===== src/rtl/dma_timing_ctrl.sv =====
// DMA transfer timing FSM: runs the HRQ/HLDA hold handshake for the granted
// channel and sequences address strobes, DACK, bus strobes, count decrement and EOP.
module dma_timing_ctrl #(
  parameter int NUM_CH = 4,
  parameter int CHW    = 2
) (
  input  logic                clk,
  input  logic                rst_n,
  input  logic [NUM_CH-1:0]   chGrant,
  input  logic [NUM_CH-1:0]   dreqValid,
  input  logic [7:0]          commandReg,
  input  logic [NUM_CH*8-1:0] modeRegs,
  input  logic                HLDA,
  input  logic                READY,
  input  logic                tc,
  input  logic                EOP_n_in,
  output logic                HRQ,
  output logic [NUM_CH-1:0]   DACK,
  output logic                AEN,
  output logic                ADSTB,
  output logic                MEMR_n,
  output logic                MEMW_n,
  output logic                IOR_n,
  output logic                IOW_n,
  output logic                EOP_n_out,
  output logic                decCount,
  output logic [CHW-1:0]      chSel,
  output logic                busy
);

  typedef enum logic [2:0] {SI, S0, S1, S2, S3, S4} state_t;

  state_t              r_state, w_nxt;
  logic [1:0]          r_type, r_mode;
  logic                r_eopSeen;
  logic [CHW-1:0]      w_lowIdx, w_sel;
  logic [1:0]          w_grType, w_grMode;
  logic                w_accept, w_endSvc, w_rd, w_wr, w_dackAct;
  logic [NUM_CH-1:0]   w_dackOh;
  logic                w_unused;

  assign w_unused = ^{commandReg, modeRegs};

  // Lowest set grant bit wins; its mode byte is captured on acceptance.
  always_comb begin
    w_lowIdx = '0;
    for (int i = NUM_CH-1; i >= 0; i--)
      if (chGrant[i]) w_lowIdx = CHW'(i);
    w_grType = '0;
    w_grMode = '0;
    for (int i = 0; i < NUM_CH; i++)
      if (w_lowIdx == CHW'(i)) begin
        w_grType = modeRegs[8*i+2 +: 2];
        w_grMode = modeRegs[8*i+6 +: 2];
      end
  end

  always_comb begin
    w_endSvc = tc | r_eopSeen | ~EOP_n_in;
    w_nxt    = r_state;
    case (r_state)
      SI: if (!commandReg[2] && (|chGrant)) w_nxt = S0;
      S0: if (HLDA) w_nxt = S1;
          else if (!chGrant[chSel]) w_nxt = SI;
      S1: w_nxt = HLDA ? S2 : SI;
      S2: w_nxt = S3;
      S3: if (READY) w_nxt = S4;
      S4: begin
        if (w_endSvc || !HLDA)  w_nxt = SI;
        else if (r_mode == 2'b10) w_nxt = S1;
        else if (r_mode == 2'b00) w_nxt = dreqValid[chSel] ? S1 : SI;
        else                      w_nxt = SI;
      end
      default: w_nxt = SI;
    endcase
    w_accept  = (r_state == SI) && (w_nxt == S0);
    w_sel     = w_accept ? w_lowIdx : chSel;
    w_rd      = (w_nxt == S2) || (w_nxt == S3);
    w_wr      = (w_nxt == S3) || ((w_nxt == S2) && commandReg[5]);
    w_dackAct = (w_nxt == S2) || (w_nxt == S3) || (w_nxt == S4);
    w_dackOh  = NUM_CH'(1) << w_sel;
  end

  // Outputs are decoded from the next state so they line up with the state register.
  always_ff @(posedge clk) begin
    if (!rst_n) begin
      r_state   <= SI;
      r_type    <= '0;
      r_mode    <= '0;
      r_eopSeen <= 1'b0;
      HRQ       <= 1'b0;
      AEN       <= 1'b0;
      ADSTB     <= 1'b0;
      decCount  <= 1'b0;
      busy      <= 1'b0;
      chSel     <= '0;
      MEMR_n    <= 1'b1;
      MEMW_n    <= 1'b1;
      IOR_n     <= 1'b1;
      IOW_n     <= 1'b1;
      EOP_n_out <= 1'b1;
      DACK      <= {NUM_CH{commandReg[7]}};
    end else begin
      r_state  <= w_nxt;
      HRQ      <= (w_nxt != SI);
      busy     <= (w_nxt != SI);
      AEN      <= (w_nxt == S1) || w_dackAct;
      ADSTB    <= (w_nxt == S1);
      decCount <= (w_nxt == S4);
      chSel    <= w_sel;
      DACK     <= w_dackAct ? (w_dackOh ^ {NUM_CH{commandReg[7]}}) : {NUM_CH{commandReg[7]}};
      MEMR_n   <= !(w_rd && r_type == 2'b10);
      IOR_n    <= !(w_rd && r_type == 2'b01);
      IOW_n    <= !(w_wr && r_type == 2'b10);
      MEMW_n   <= !(w_wr && r_type == 2'b01);
      // EOP seen only while in S4 is reported in the following cycle.
      EOP_n_out <= !(((w_nxt == S4) && w_endSvc) ||
                     ((r_state == S4) && w_endSvc && EOP_n_out));
      if (((r_state == S2) || (r_state == S3)) && !EOP_n_in) r_eopSeen <= 1'b1;
      else if ((r_state == S4) || (r_state == SI))           r_eopSeen <= 1'b0;
      if (w_accept) begin
        r_type <= w_grType;
        r_mode <= w_grMode;
      end
    end
  end

endmodule


===== config.mk =====
export PLATFORM = sky130hd
export DESIGN_NAME = dma_timing_ctrl
export DESIGN_NICKNAME = d
export VERILOG_FILES = /design/src/rtl/dma_timing_ctrl.sv
export SDC_FILE = /design/constraint.sdc
export NUM_CORES = 1
export LEC_CHECK = 0
export CAP_MARGIN = 5
export CORE_MARGIN = 4
export CORE_UTILIZATION = 36
export DETAILED_ROUTE_END_ITERATION = 6
export HOLD_SLACK_MARGIN = 0.1
export PLACE_DENSITY = 0.87
export SYNTH_ARGS = -nofsm -noshare
export SYNTH_HDL_FRONTEND = slang
export SYNTH_SLANG_ARGS = --single-unit

===== constraint.sdc =====
create_clock -name clk -period 4.7 [get_ports clk]
set_clock_uncertainty 0.05 [all_clocks]
set_input_delay 0.705 -clock clk [delete_from_list [all_inputs] [get_ports clk]]
set_output_delay 0.705 -clock clk [all_outputs]
set_load 0.01 [all_outputs]

After elaboration in Yosys (flattened, before gate mapping)
Index checks and enable logic that the tools add are counted.
W data, S select, Z words.

cells by class
  $add $sub $neg = 0
  multipliers = 0
  divide/modulo/power cells = 0
  order comparisons = 1
  equality and inequality tests = 16
  shift-type cells = 1
  muxes and demuxes = 31
  bitwise gates (word level) = 4
  reduce and logical (&&, ||, !) cells = 33

operator list
  operator               number
  $mux W2                18
  $pmux W3 S6            1
  $eq A3 B2 Y1 const B   4
  $eq A3 B3 Y1 const B   4
  $mux W3                4
  $logic_and A1 B1 Y1    11
  $eq A2 B2 Y1 const B   4
  $logic_not A1 Y1       8
  $logic_or A1 B1 Y1     8
  $mux W4                2
  $eq A3 B1 Y1 const B   2
  $bmux W1 S2            2
  $eq A2 B1 Y1 const B   2
  $logic_not A2 Y1       2
  $mux W1                4
  $reduce_or A4 Y1       1
  $shl A1 B2 Y4 const A  1
  $xor A4 B4 Y4          1
  $logic_not A3 Y1       1
  $lt A2 B3 Y1 const B   1
  $reduce_bool A3 Y1     1
  $or A1 B1 Y1           2
  $reduce_bool A2 Y1     1
  $not A1 Y1             1

word-level totals
  bits in registers = 23
  latch bits = 0
  memory bits (writable) = 0
  ROM bits = 0
  bits of input ports = 54
  logic and storage cells = 101
  memories = 0

Depth between registers and ports, before layout
  depth after elaboration = 14
  gate-level depth with buffers = 7

Worst setup path before layout
Ideal clock, no wire load.

  path kind = in2reg
  start point = input chGrant[0]
  end point = register MEMW_n
  arrival time = 1.885 ns
  setup slack = 2.629 ns
  stages = 6
  buffers on the path = 1
  cells stage by stage = or2_2 o21a_1 buf_2 a211oi_2 a21bo_2 o211ai_1

on the way
  longest elaborated chain between the ends = 10

ends and longest elaborated chain
  what                           line  RTL
  start, declared                9     input logic [NUM_CH-1:0] chGrant,
  $bmux W1 S2                    64    else if (!chGrant[chSel]) w_nxt = SI;
  $mux W1 (not written as such)  64
  $mux W3                        64
  $mux W3                        63    S0: if (HLDA) w_nxt = S1;
  $pmux W3 S6 *                  61    case (r_state)
  $eq A3 B2 Y1                   79    w_wr = (w_nxt == S3) || ((w_nxt == S2) && commandReg[5]);
  $logic_and A1 B1 Y1            79
  $logic_or A1 B1 Y1 *           79
  $logic_and A1 B1 Y1 *          115   MEMW_n <= !(w_wr && r_type == 2'b01);
  $logic_not A1 Y1 *             115
  end signal, assigned           115
  end, declared                  22    output logic MEMW_n,

Every way passes the cells marked *; elsewhere a longest branch is shown, timed or not. The select of a mux whose other input is x is not followed.
A chain may end at the register's enable or synchronous reset.

Worst setup path after layout
  start point = input chGrant[2]
  end point = register MEMW_n

The elaborated chain is that of the path after synthesis.

==> flow_summary.yaml <==
run_status:
  status: "completed"
die:
  start_util_pct: 37.48
  core-area_um2: 3028
  die_w_um: 64.15
  fp-row-count: 20
  io_pins: 70
  die_h_um: 64.15
  die_area_um2: 4115
power:
  p_per_area_nw_per_um2: 247.1
  peakVddDrop_uv: 94.66
  p_comb_share_pct: 24.8
  power_frac_seq_pct: 52.4
  p_int_mw: 0.2976
  fin_total_pwr_mw: 0.4106
  leakage_nw: 0.6263
  p_clk_share_pct: 22.8
  switching_share_pct: 27.53
  switchingPower_mw: 0.1130
yosys:
  synth_compound_area_share_pct: 18.74
  synth_edf_count: 0
  synth_nets: 179
  yosysSeqAreaShare_pct: 40.57
  async_reset_ff_share_pct: 0
  ys.flop_type: "dfxtp_1"
  synthAdderAreaFrac_pct: 0
  syn_avg_cell_area_um2: 9.079
  synthTopCellsByArea: "dfxtp_1 (41%), a21oi_1 (4.4%), nand2_1 (4.3%), mux4_2 (4.0%), nand3b_1 (4.0%)"
  netlist_instances: 125
  synth_top_family_by_area: "simple AND/OR/NAND/NOR gates"
  yosys-top-cells-count: "dfxtp_1 (23), nand2_1 (13), nor2_1 (12)"
  synth_top_area_share_pct: 40.57
  synth-xor-area-share_pct: 3.859
  synth.mux.area_fraction_pct: 5.843
  synth-simple-area-share_pct: 26.13
  synth_top_area_cell: "dfxtp_1"
  syn_area_um2: 1135
  synth.most_common_cell: "dfxtp_1"
  ys_seq_elements: 23
  yosysUniqueCellTypes: 42
  ys.warnings.count: 0
global_routing:
  busiest_layer: "met2"
  grt_pass1_vias: 1127
  antenna_found_initial: 0
  grtUsageTotal_pct: 14.37
  grt_use_met2_pct: 25.03
  grtUsageMet1_pct: 15.56
  overflow: 0
  grtUsageMet3_pct: 3.691
  grt_pass1_wl_um: 4678
  grt_start_max_net_pins: 15
place:
  placed_area_um2: 1634
  place_congestion: 0.8303
  port_buffers: 48
  dp_hpwl_um: 2264
  placedCellCount: 210
clock_network:
  clock_latency_ps: 320
  clk_pin_slew_ps: 130
  htreeDepth: 1
  cts_buffers: 3
  root_buffer: "clkbuf_4"
  cts.repair.resized: 0
  cts_tree: "yes"
  cts_setup_buffers: 0
  cts_sinks: 23
  hold_buffers: 0
  max-clock-path-buffers: 2
drt:
  wire_per_inst_um: 13.14
  drt_iter0_drc: 22
  antenna_left: 0
  via_count: 1086
  drt-vias-per-instance: 5.075
  dr.pass1.iters: 3
  post-route-drc-count: 0
  routed_wl_um: 2812
sta:
  timing.hold.ws_ps: 459.0
  rsz0062_at_grt: "no"
  min_period_over_period_pct: 51.75
  final-max-slew-violation-count: 0
  hold_violations: 0
  max_freq_ghz: 0.4112
  tightest_slew_ps: 599.9
  fin_tns_setup_ps: 0
  finalSetupViolCount: 0
  slew_headroom_pct: 58.86
  min_period_ps: 2432
worst_setup_path:
  r2r_slack_ps: 2790
  rr_worst_depth: 5
  startpoint_type: "primary input"
  critical_path_class: "in -> reg"
  end_kind: "flop"
  cp_data_required_time_ps: 4860
  crit_fanout: 11
  arrival_ps: 2590
final_layout:
  layout.cells.non_filler: 214
  fillers: 282
  syn_to_final_growth_pct: 46.42
  nNetsFinal: 225
  final_cell_area_um2: 1662
  diodes: 0
  drive_above_1_share_pct: 8.235
run:
  cap_violations: 0
worst_hold_path:
  hp-class: "reg -> reg"
  holdPathStages: 2
==> power by group through the flow <==
stage                     Clock (mW)  Combinational (mW)  Sequential, mW
after floorplan                    0              0.0527           0.218
after global placement             0              0.0993           0.219
after detailed placement           0               0.102           0.220
after CTS                     0.0957               0.102           0.215
after global routing           0.102               0.111           0.217
final                         0.0934               0.102           0.215
==> sequential cells by signal, summed over array words and instances, names as in the netlist, 2 cells and up <==
register,cells
r_type,2
DACK,4
r_mode,2
r_state,3
chSel,2
==> worst paths after layout <==
| check | endpoint | startpoint |
|---|---|---|
| worst max-delay path | MEMW_n | chGrant[2] |
| worst min-delay path | r_mode[1] | r_mode[1] |
| worst min register to register | r_mode[1] | r_mode[1] |
| worst max register to register | DACK[3] | r_state[2] |
==> worst max-delay path: stages <==
cell,delay [ps]
clkdlybuf4s50_1,560
or2_2,380
o21a_1,290
a211oi_2,340
a21bo_2,220
o211ai_1,90
==> logic make-up after synthesis <==
logic type / after synthesis
AND/OR/NAND/NOR: 50
AO/OA/AOI/OAI: 31
flip-flops: 23
buffers and inverters: 12
XOR/XNOR: 5
multiplexers: 4
==> metrics by stage <==
step / setup WS (ps) / util (%)
after global placement: 1949 / 53.97
final: 2268 / 54.88
after detailed placement: 1943 / 53.97
after CTS: 2284 / 54.88
after global routing: 2122 / 54.88
after floorplan: 2629 / -
==> cell usage in the layout, fill, tap and decap left out, types with 2 or more instances in the layout <==
| cell type | n |
|---|---|
| nand3b_1 | 6 |
| a21o_1 | 2 |
| mux4_2 | 2 |
| dfxtp_1 | 23 |
| xor2_1 | 3 |
| inv_1 | 4 |
| clkbuf_4 | 3 |
| nand4_1 | 2 |
| o21a_1 | 2 |
| o211ai_1 | 2 |
| or2_2 | 2 |
| xnor2_1 | 2 |
| nor2b_1 | 2 |
| nor2_1 | 12 |
| o21ai_0 | 2 |
| and2_1 | 2 |
| nor4b_1 | 2 |
| a21oi_1 | 10 |
| clkdlybuf4s50_1 | 48 |
| a211oi_1 | 3 |
| a221oi_1 | 3 |
| nand2_1 | 13 |
==> layout make-up <==
class                   instances  area (µm²)  share of cell area (%)
clock buffers                   3       22.52                   1.355
clock inverters                 1       5.005                  0.3012
inverters                       5       18.77                   1.130
multi-input cells              90       619.3                   37.27
flip-flops and latches         23       460.4                   27.71
well taps                      44       55.05                   3.313
repair buffers                 48       480.5                   28.92
==> layer usage <==
layer | share of wire, % | up-vias | routed length, µm
li1 | - | 539 | -
met1 | 42 | 498 | 1190
met2 | 48 | 45 | 1360
met3 | 6.9 | 4 | 195
met4 | 2.3 | 0 | 66
met5 | 0 | - | 0
No activity file was read; power rests on OpenSTA's default activity.
